<file path="src/rtl/wb_regfile_pkg.sv">
// Shared constants for the write-back register file and its commit trace.
// Latency: n/a (package only).
// Backpressure: n/a (package only).
package wb_regfile_pkg;

    localparam int          RF_DW     = 32;
    localparam int          RF_AW     = 5;
    localparam logic [4:0]  RF_ZERO   = 5'd0;
    localparam logic [31:0] PC_BUBBLE = 32'h0;

endpackage

</file>
<file path="src/rtl/wb_regfile_commit_trace.sv">
// Registered commit trace (PC, write enable/addr/data) and retired-instruction counter.
// Latency: 1 cycle from WB inputs to debug_* / commit_cnt.
// Backpressure: none; samples the WB stage every cycle, bubbles (pc == 0) do not count.
module wb_commit_trace
    import wb_regfile_pkg::*;
#(
    parameter int DW = RF_DW,
    parameter int AW = RF_AW
) (
    input  logic          clk,
    input  logic          rst_n,
    input  logic          wen,
    input  logic [AW-1:0] waddr,
    input  logic [DW-1:0] wdata,
    input  logic [31:0]   pc,
    output logic [31:0]   debug_wb_pc,
    output logic          debug_wb_rf_wen,
    output logic [AW-1:0] debug_wb_rf_wnum,
    output logic [DW-1:0] debug_wb_rf_wdata,
    output logic [31:0]   commit_cnt
);

    logic [31:0] cnt_q;

    assign commit_cnt = cnt_q;

    // Trace registers mirror the WB inputs one cycle later.
    always_ff @(posedge clk or negedge rst_n) begin
        if (!rst_n) begin
            debug_wb_pc       <= 32'h0;
            debug_wb_rf_wen   <= 1'b0;
            debug_wb_rf_wnum  <= '0;
            debug_wb_rf_wdata <= '0;
        end else begin
            debug_wb_pc       <= pc;
            debug_wb_rf_wen   <= wen;
            debug_wb_rf_wnum  <= waddr;
            debug_wb_rf_wdata <= wdata;
        end
    end

    // Count every non-bubble instruction; wraps modulo 2^32.
    always_ff @(posedge clk or negedge rst_n) begin
        if (!rst_n) begin
            cnt_q <= 32'h0;
        end else if (pc != PC_BUBBLE) begin
            cnt_q <= cnt_q + 32'd1;
        end
    end

endmodule

</file>
<file path="src/rtl/wb_regfile.sv">
// Architectural register file: WB write port, two combinational ID read ports, commit trace.
// Latency: write visible next cycle (same cycle with WB_REGFILE_BYPASS_EN); reads 0 cycles.
// Backpressure: none; every WB write is accepted. Optional macro: WB_REGFILE_BYPASS_EN.
module wb_regfile
    import wb_regfile_pkg::*;
#(
    parameter int DW = RF_DW,
    parameter int AW = RF_AW
) (
    input  logic          clk,
    input  logic          rst_n,
    input  logic          wb_we,
    input  logic [AW-1:0] wb_waddr,
    input  logic [DW-1:0] wb_wdata,
    input  logic [31:0]   wb_pc,
    input  logic          re1,
    input  logic [AW-1:0] raddr1,
    input  logic          re2,
    input  logic [AW-1:0] raddr2,
    output logic [DW-1:0] rdata1,
    output logic [DW-1:0] rdata2,
    output logic [31:0]   debug_wb_pc,
    output logic          debug_wb_rf_wen,
    output logic [AW-1:0] debug_wb_rf_wnum,
    output logic [DW-1:0] debug_wb_rf_wdata,
    output logic [31:0]   commit_cnt
);

    localparam int NREG = 1 << AW;
    localparam logic [AW-1:0] ZERO_ADDR = AW'(RF_ZERO);

    logic [DW-1:0] rf [NREG];
    logic          wr_eff;

    // Register 0 is hard-wired, so a write aimed at it is discarded here.
    assign wr_eff = wb_we && (wb_waddr != ZERO_ADDR);

    // Array update; entry 0 is only ever reset, never written.
    always_ff @(posedge clk or negedge rst_n) begin
        if (!rst_n) begin
            for (int i = 0; i < NREG; i++) begin
                rf[i] <= '0;
            end
        end else if (wr_eff) begin
            rf[wb_waddr] <= wb_wdata;
        end
    end

    // Read port 1: zero when disabled or addressing r0, optional WB bypass.
    always_comb begin
        rdata1 = '0;
        if (re1 && (raddr1 != ZERO_ADDR)) begin
            rdata1 = rf[raddr1];
`ifdef WB_REGFILE_BYPASS_EN
            if (wr_eff && (raddr1 == wb_waddr)) begin
                rdata1 = wb_wdata;
            end
`endif
        end
    end

    // Read port 2: same rules as port 1, fully independent.
    always_comb begin
        rdata2 = '0;
        if (re2 && (raddr2 != ZERO_ADDR)) begin
            rdata2 = rf[raddr2];
`ifdef WB_REGFILE_BYPASS_EN
            if (wr_eff && (raddr2 == wb_waddr)) begin
                rdata2 = wb_wdata;
            end
`endif
        end
    end

    wb_commit_trace #(
        .DW (DW),
        .AW (AW)
    ) u_trace (
        .clk               (clk),
        .rst_n             (rst_n),
        .wen               (wr_eff),
        .waddr             (wb_waddr),
        .wdata             (wb_wdata),
        .pc                (wb_pc),
        .debug_wb_pc       (debug_wb_pc),
        .debug_wb_rf_wen   (debug_wb_rf_wen),
        .debug_wb_rf_wnum  (debug_wb_rf_wnum),
        .debug_wb_rf_wdata (debug_wb_rf_wdata),
        .commit_cnt        (commit_cnt)
    );

endmodule

</file>
<file path="config.mk">
export PLATFORM = sky130hd
export DESIGN_NAME = wb_regfile
export DESIGN_NICKNAME = d
export VERILOG_FILES = /design/src/rtl/wb_regfile_pkg.sv /design/src/rtl/wb_regfile_commit_trace.sv /design/src/rtl/wb_regfile.sv
export SDC_FILE = /design/constraint.sdc
export NUM_CORES = 2
export LEC_CHECK = 0
export CAP_MARGIN = 20
export CELL_PAD_IN_SITES_DETAIL_PLACEMENT = 0
export CELL_PAD_IN_SITES_GLOBAL_PLACEMENT = 1
export CORE_UTILIZATION = 35
export DETAILED_ROUTE_END_ITERATION = 10
export PLACE_DENSITY = 0.64
export SETUP_SLACK_MARGIN = 0.02
export SLEW_MARGIN = 0
export SYNTH_ARGS = -nofsm -noshare
export SYNTH_HDL_FRONTEND = slang
export SYNTH_SLANG_ARGS = --single-unit
</file>
<file path="constraint.sdc">
create_clock -name clk -period 3.42 [get_ports clk]
set_clock_uncertainty 0.05 [all_clocks]
set_input_delay 0.342 -clock clk [delete_from_list [all_inputs] [get_ports clk]]
set_output_delay 0.342 -clock clk [all_outputs]
set_load 0.02 [all_outputs]
</file>
After elaboration in Yosys (flattened, before gate mapping)
Cells that the tools add are included. W data, S select, Z words.

Add/sub/neg operators: 1. Multipliers: 0. Divide/modulo/power cells: 0. Magnitude comparators: 4. Equal/unequal tests: 0. Shift operators: 0. Multiplexer cells: 11. Bitwise logic cells: 3. Reductions and logical operators: 8.

Operators with widths (number): $bwmux W1024 (1); $bmux W32 S5 (2); $mux W32 (7); $demux W32 S5 (1); $add A32 B1 Y32 const B (1); $reduce_bool A32 Y1 (1); $ge A6 B6 Y1 const B (3); $not A5 Y6 (3); $reduce_bool A5 Y1 (3); $lt A6 B1 Y1 const B (1); $logic_and A1 B1 Y1 (4).

Bits in registers: 1126. Bits in latches: 0. Bits in writable memories: 0. Bits in read-only memories: 0. Input port bits: 84. Logic and storage cells: 64. Memories: 0.

Longest topological paths before layout
Depth in word-level cells: 6. Gate-level depth with buffers: 10.

By module
A second synthesis with hierarchy kept.

Cell total of the unflattened synthesis: 3842. Area, all modules: 57674.1 µm².

Modules (own cells, without submodules): wb_regfile (instances 1, cells each 3613, area each 54083.1 µm², sequential area each 25624.6 µm²); wb_commit_trace (instances 1, cells each 229, area each 3590.9 µm², sequential area each 2552.4 µm²).

Least setup slack after synthesis
Ideal clock, no wire load.

Kind: input to output. Start point: input raddr2[2]. End point: output rdata2[16]. Arrival: 1.990 ns. Data required time: 3.028 ns. Slack: 1.038 ns. Stages: 8. Buffers on the path: 4. Cells stage by stage: buf_6 -> or3b_1 -> buf_2 -> buf_6 -> buf_6 -> o22ai_1 -> a211oi_1 -> a211oi_1.

Longest elaborated chain between the ends: 5. Elaborated cells on any way between the ends: 7. Those cells by class: mux: 4; bitwise: 1; reduce/logical: 2.

RTL lines: start: declaration (line wb_regfile.sv:19) `input logic [AW-1:0] raddr2,`; $not A5 Y6 (not written as such) (line wb_regfile.sv:66) `rdata2 = rf[raddr2];`; $bmux W32 S5 (line wb_regfile.sv:66); $mux W32 (not written as such) (2 in series) (line wb_regfile.sv:66); $mux W32 * (line wb_regfile.sv:65) `if (re2 && (raddr2 != ZERO_ADDR)) begin`; end: declaration (line wb_regfile.sv:21) `output logic [DW-1:0] rdata2,`.

Mark *: on every way between the ends. The rest lies on a longest branch, timed or not. The select of a mux whose other input is x is not followed.

Worst setup path in the final report
Start point: input raddr1[1]. End point: output rdata1[13].

Longest elaborated chain between the ends: 5. Elaborated cells on any way between the ends: 7. Those cells by class: mux: 4; bitwise: 1; reduce/logical: 2.

RTL lines: start: declaration (line wb_regfile.sv:17) `input logic [AW-1:0] raddr1,`; $not A5 Y6 (not written as such) (line wb_regfile.sv:53) `rdata1 = rf[raddr1];`; $bmux W32 S5 (line wb_regfile.sv:53); $mux W32 (not written as such) (2 in series) (line wb_regfile.sv:53); $mux W32 * (line wb_regfile.sv:52) `if (re1 && (raddr1 != ZERO_ADDR)) begin`; end: declaration (line wb_regfile.sv:20) `output logic [DW-1:0] rdata1,`.

Marked as above.

==> impl_metrics.ini <==
[status]
status = finished with violations
violations = design-rule violations

[synth]
yosysSeqAreaShare = 0.484
async_flop_share = 1.00
synth_top_area_share = 0.484
yosys_warnings = 0
yosys_register_bits = 1126
synth.avg_cell_area_um2 = 14.5
synth_edf_count = 0
synth.distinct_cells = 60
synth.largest_area_cell = dfrtp_1
synth_ff_type = dfrtp_1
synthCells = 4006
syn_area_mm2 = 0.0582
yosys-top-cells-area = dfrtp_1, mux2_2, mux4_2
synth_nets = 4091

[floorplan]
chipWidth_um = 410
rows = 149
initial_core_util = 0.352
ios = 250
die_h_um = 410
core_area_mm2 = 0.165
die_area_mm2 = 0.168

[detailed_routing]
avgViaCountPerCell = 5.93
highest_layer = met5
routedLengthMet1_um = 92500
vias = 39466
wl_met2_um = 97400
drt_pre_antenna_iters = 11
wl_met3_um = 15600
ant_nets = 0
drtIter0Drc = 3596
wirelength_um = 212000
drt-wirelength-per-cell_um = 31.8
drc = 28

[min_path]
hold_depth = 1
hold_path.class = in -> reg

[worst_setup_path]
cp-start-kind = primary input
critPathKind = in -> out
cp_max_fo = 26
slowest_stage = o31a_1
critPathCaptureType = primary output
r2r_cells = 5
crit_arrival_ps = 2990
worstPathRequired_ps = 3030
crit_chain = buf_8, or3_4, o31a_1, o221ai_1, a211oi_1, buf_4
cpPeakStageDelay_ps = 600

[sta]
clock.fmax_mhz = 296
fin_crit_sh = 0.989
fin_tns_setup_ps = 0
slew-limit-headroom = 0.402
rsz0062_at_grt = false
hold_violations = 0
drv_slew = 0
fin_crit_ps = 3380
worst_slew_pin_slew_ps = 896
finalSetupViolCount = 0

[clock_network]
cts.sinks = 1126
insertion_delay_ps = 790
cts-buffers-inserted = 136
cts-root-buf = clkbuf_16
clkTransAtPathRegs_ps = 60
htreeDepth = 4
clock_path_buffers = 3
cts_tree = built

[global_routing]
grt_use_total = 0.252
grt_pass1_vias = 40368
grt_max_degree = 121
grt_first_pass_wirelength_um = 306000
overflow = 0
grt_antenna_before_repair = 6

[layout]
fin_util = 0.427
area_growth_pct = 21.2
design_area_mm2 = 0.0705
nFillCells = 15051
nets = 4442
drive_above_1_share = 0.460

[pwr]
power_uw = 40200
vdd_drop_max_mv = 0.583
p_leak_uw = 0.0305
powerDensity_mw_per_mm2 = 571

[placed_design]
dpl.hpwl_um = 136000
port_buffers = 249
gp_congestion = 0.843
place_area_mm2 = 0.0653

[run]
cap_viol_max_count = 0
-- flip-flops by register name, summed over array words and instances (netlist names) --
signal and flops:
u_trace.commit_cnt 32, u_trace.debug_wb_rf_wen 1, u_trace.debug_wb_pc 32, u_trace.debug_wb_rf_wnum 5
rf 1024, u_trace.debug_wb_rf_wdata 32
-- critical path, delay by kind of cell --
kind                   cells  cell delay (ps)
AOI/OAI and AO/OA          3             1470
and+or+nand+nor            1              500
buffers and inverters      2              590
-- metal layers --
metal  vias up  global-route usage
li1      16152                   -
met1     21414               0.354
met2      1571               0.390
met3       325              0.0513
met4         4              0.0755
met5         -                   0
-- placed cells by master, fill, tap and decap left out, drive strengths merged, types with 28 or more instances in the layout --
cell type / netlist / final
a211oi: 160 / 160
a22o: 32 / 32
a22oi: 58 / 58
buf: 264 / 419
clkbuf: 176 / 200
clkdlybuf4s50: 0 / 186
dfrtp: 1126 / 1126
dlygate4sd3: 0 / 35
inv: 21 / 28
mux2: 1054 / 1054
mux2i: 285 / 285
mux4: 338 / 338
nand2: 48 / 48
nor2: 60 / 60
nor2b: 34 / 34
o221ai: 77 / 77
o22ai: 56 / 56
-- worst paths after layout --
kind                                                     end  slack, ps                   start
worst max-delay path                              rdata1[13]         40               raddr1[1]
max in group asynchronous                            rf[717]       2070                   rst_n
worst min-delay path            u_trace.debug_wb_rf_wdata[4]         60             wb_wdata[4]
worst min register to register                      rf[1000]        350                rf[1000]
worst max register to register        u_trace.commit_cnt[31]       1420  u_trace.commit_cnt[10]
min in group asynchronous                           rf[1011]         90                   rst_n
-- logic make-up (layout without fill, tap and decap cells) --
group,after synthesis,count (layout),share of synthesized area
AO/OA/AOI/OAI,483,483,0.0646
XOR/XNOR,31,31,0.00467
buffers and inverters,461,914,0.0423
other,0,2,0
adder cells (fa/ha/maj),1,1,0.000215
flip-flops,1126,1126,0.484
multiplexers,1677,1677,0.384
AND/OR/NAND/NOR,227,227,0.0196
-- Yosys cell counts (all sizes together) (6+ instances only) --
master and instances:
inv 21, xor2 22, nor4 11, a22oi 58
and3 9, a311oi 13, a211oi 160, dfrtp 1126
xnor2 9, o32ai 6, a21oi 26, a31oi 22
o221ai 77, nand3 11, mux2i 285, o22ai 56
clkbuf 176, mux4 338, a221oi 6, nor2 60
nand2 48, a22o 32, mux2 1054, nor3 24
buf 264, nor2b 34
-- what timing repair did --
action / 4_1_cts / 5_1_grt
endpoints found under the setup margin: 19 / 3
hold buffers: 35 / 0
buffers inserted: 1 / 0
gates resized for setup: 39 / 6
hold endpoints to repair: 258 / 0
gates cloned: 0 / 0
pin swaps: 8 / 0
-- per-stage QoR --
step                setup WS (ps)  instances  hold WS [ps]
floorplan                    1040       4006         -3.59
global placement             -335       6355           330
detailed placement           -373       6362           336
CTS                          20.2       6638          80.7
global route                 23.5       6648          18.6
finish                       39.2       6650          57.4
-- where the power goes --
| part | leakage (uW) | switching, uW | internal [uW] |
|---|---|---|---|
| logic | 0.0139 | 3490 | 4480 |
| clock network | 0.00221 | 6110 | 8750 |
| registers | 0.0144 | 1730 | 15700 |
| total | 0.0305 | 11300 | 28900 |
-- layout make-up --
| cell class | count | area (um2) | area share |
|---|---|---|---|
| sequential | 1126 | 28200 | 0.400 |
| multi-input combinational | 2419 | 27900 | 0.396 |
| timing repair buffer | 653 | 7080 | 0.100 |
| clock buffer | 199 | 3920 | 0.0556 |
| tap | 2189 | 2740 | 0.0389 |
| clock inverter | 41 | 604 | 0.00857 |
| inverter | 21 | 78.8 | 0.00112 |
| antenna | 2 | 5.00 | 0.0000710 |
No activity file was read; power rests on OpenSTA's default activity.
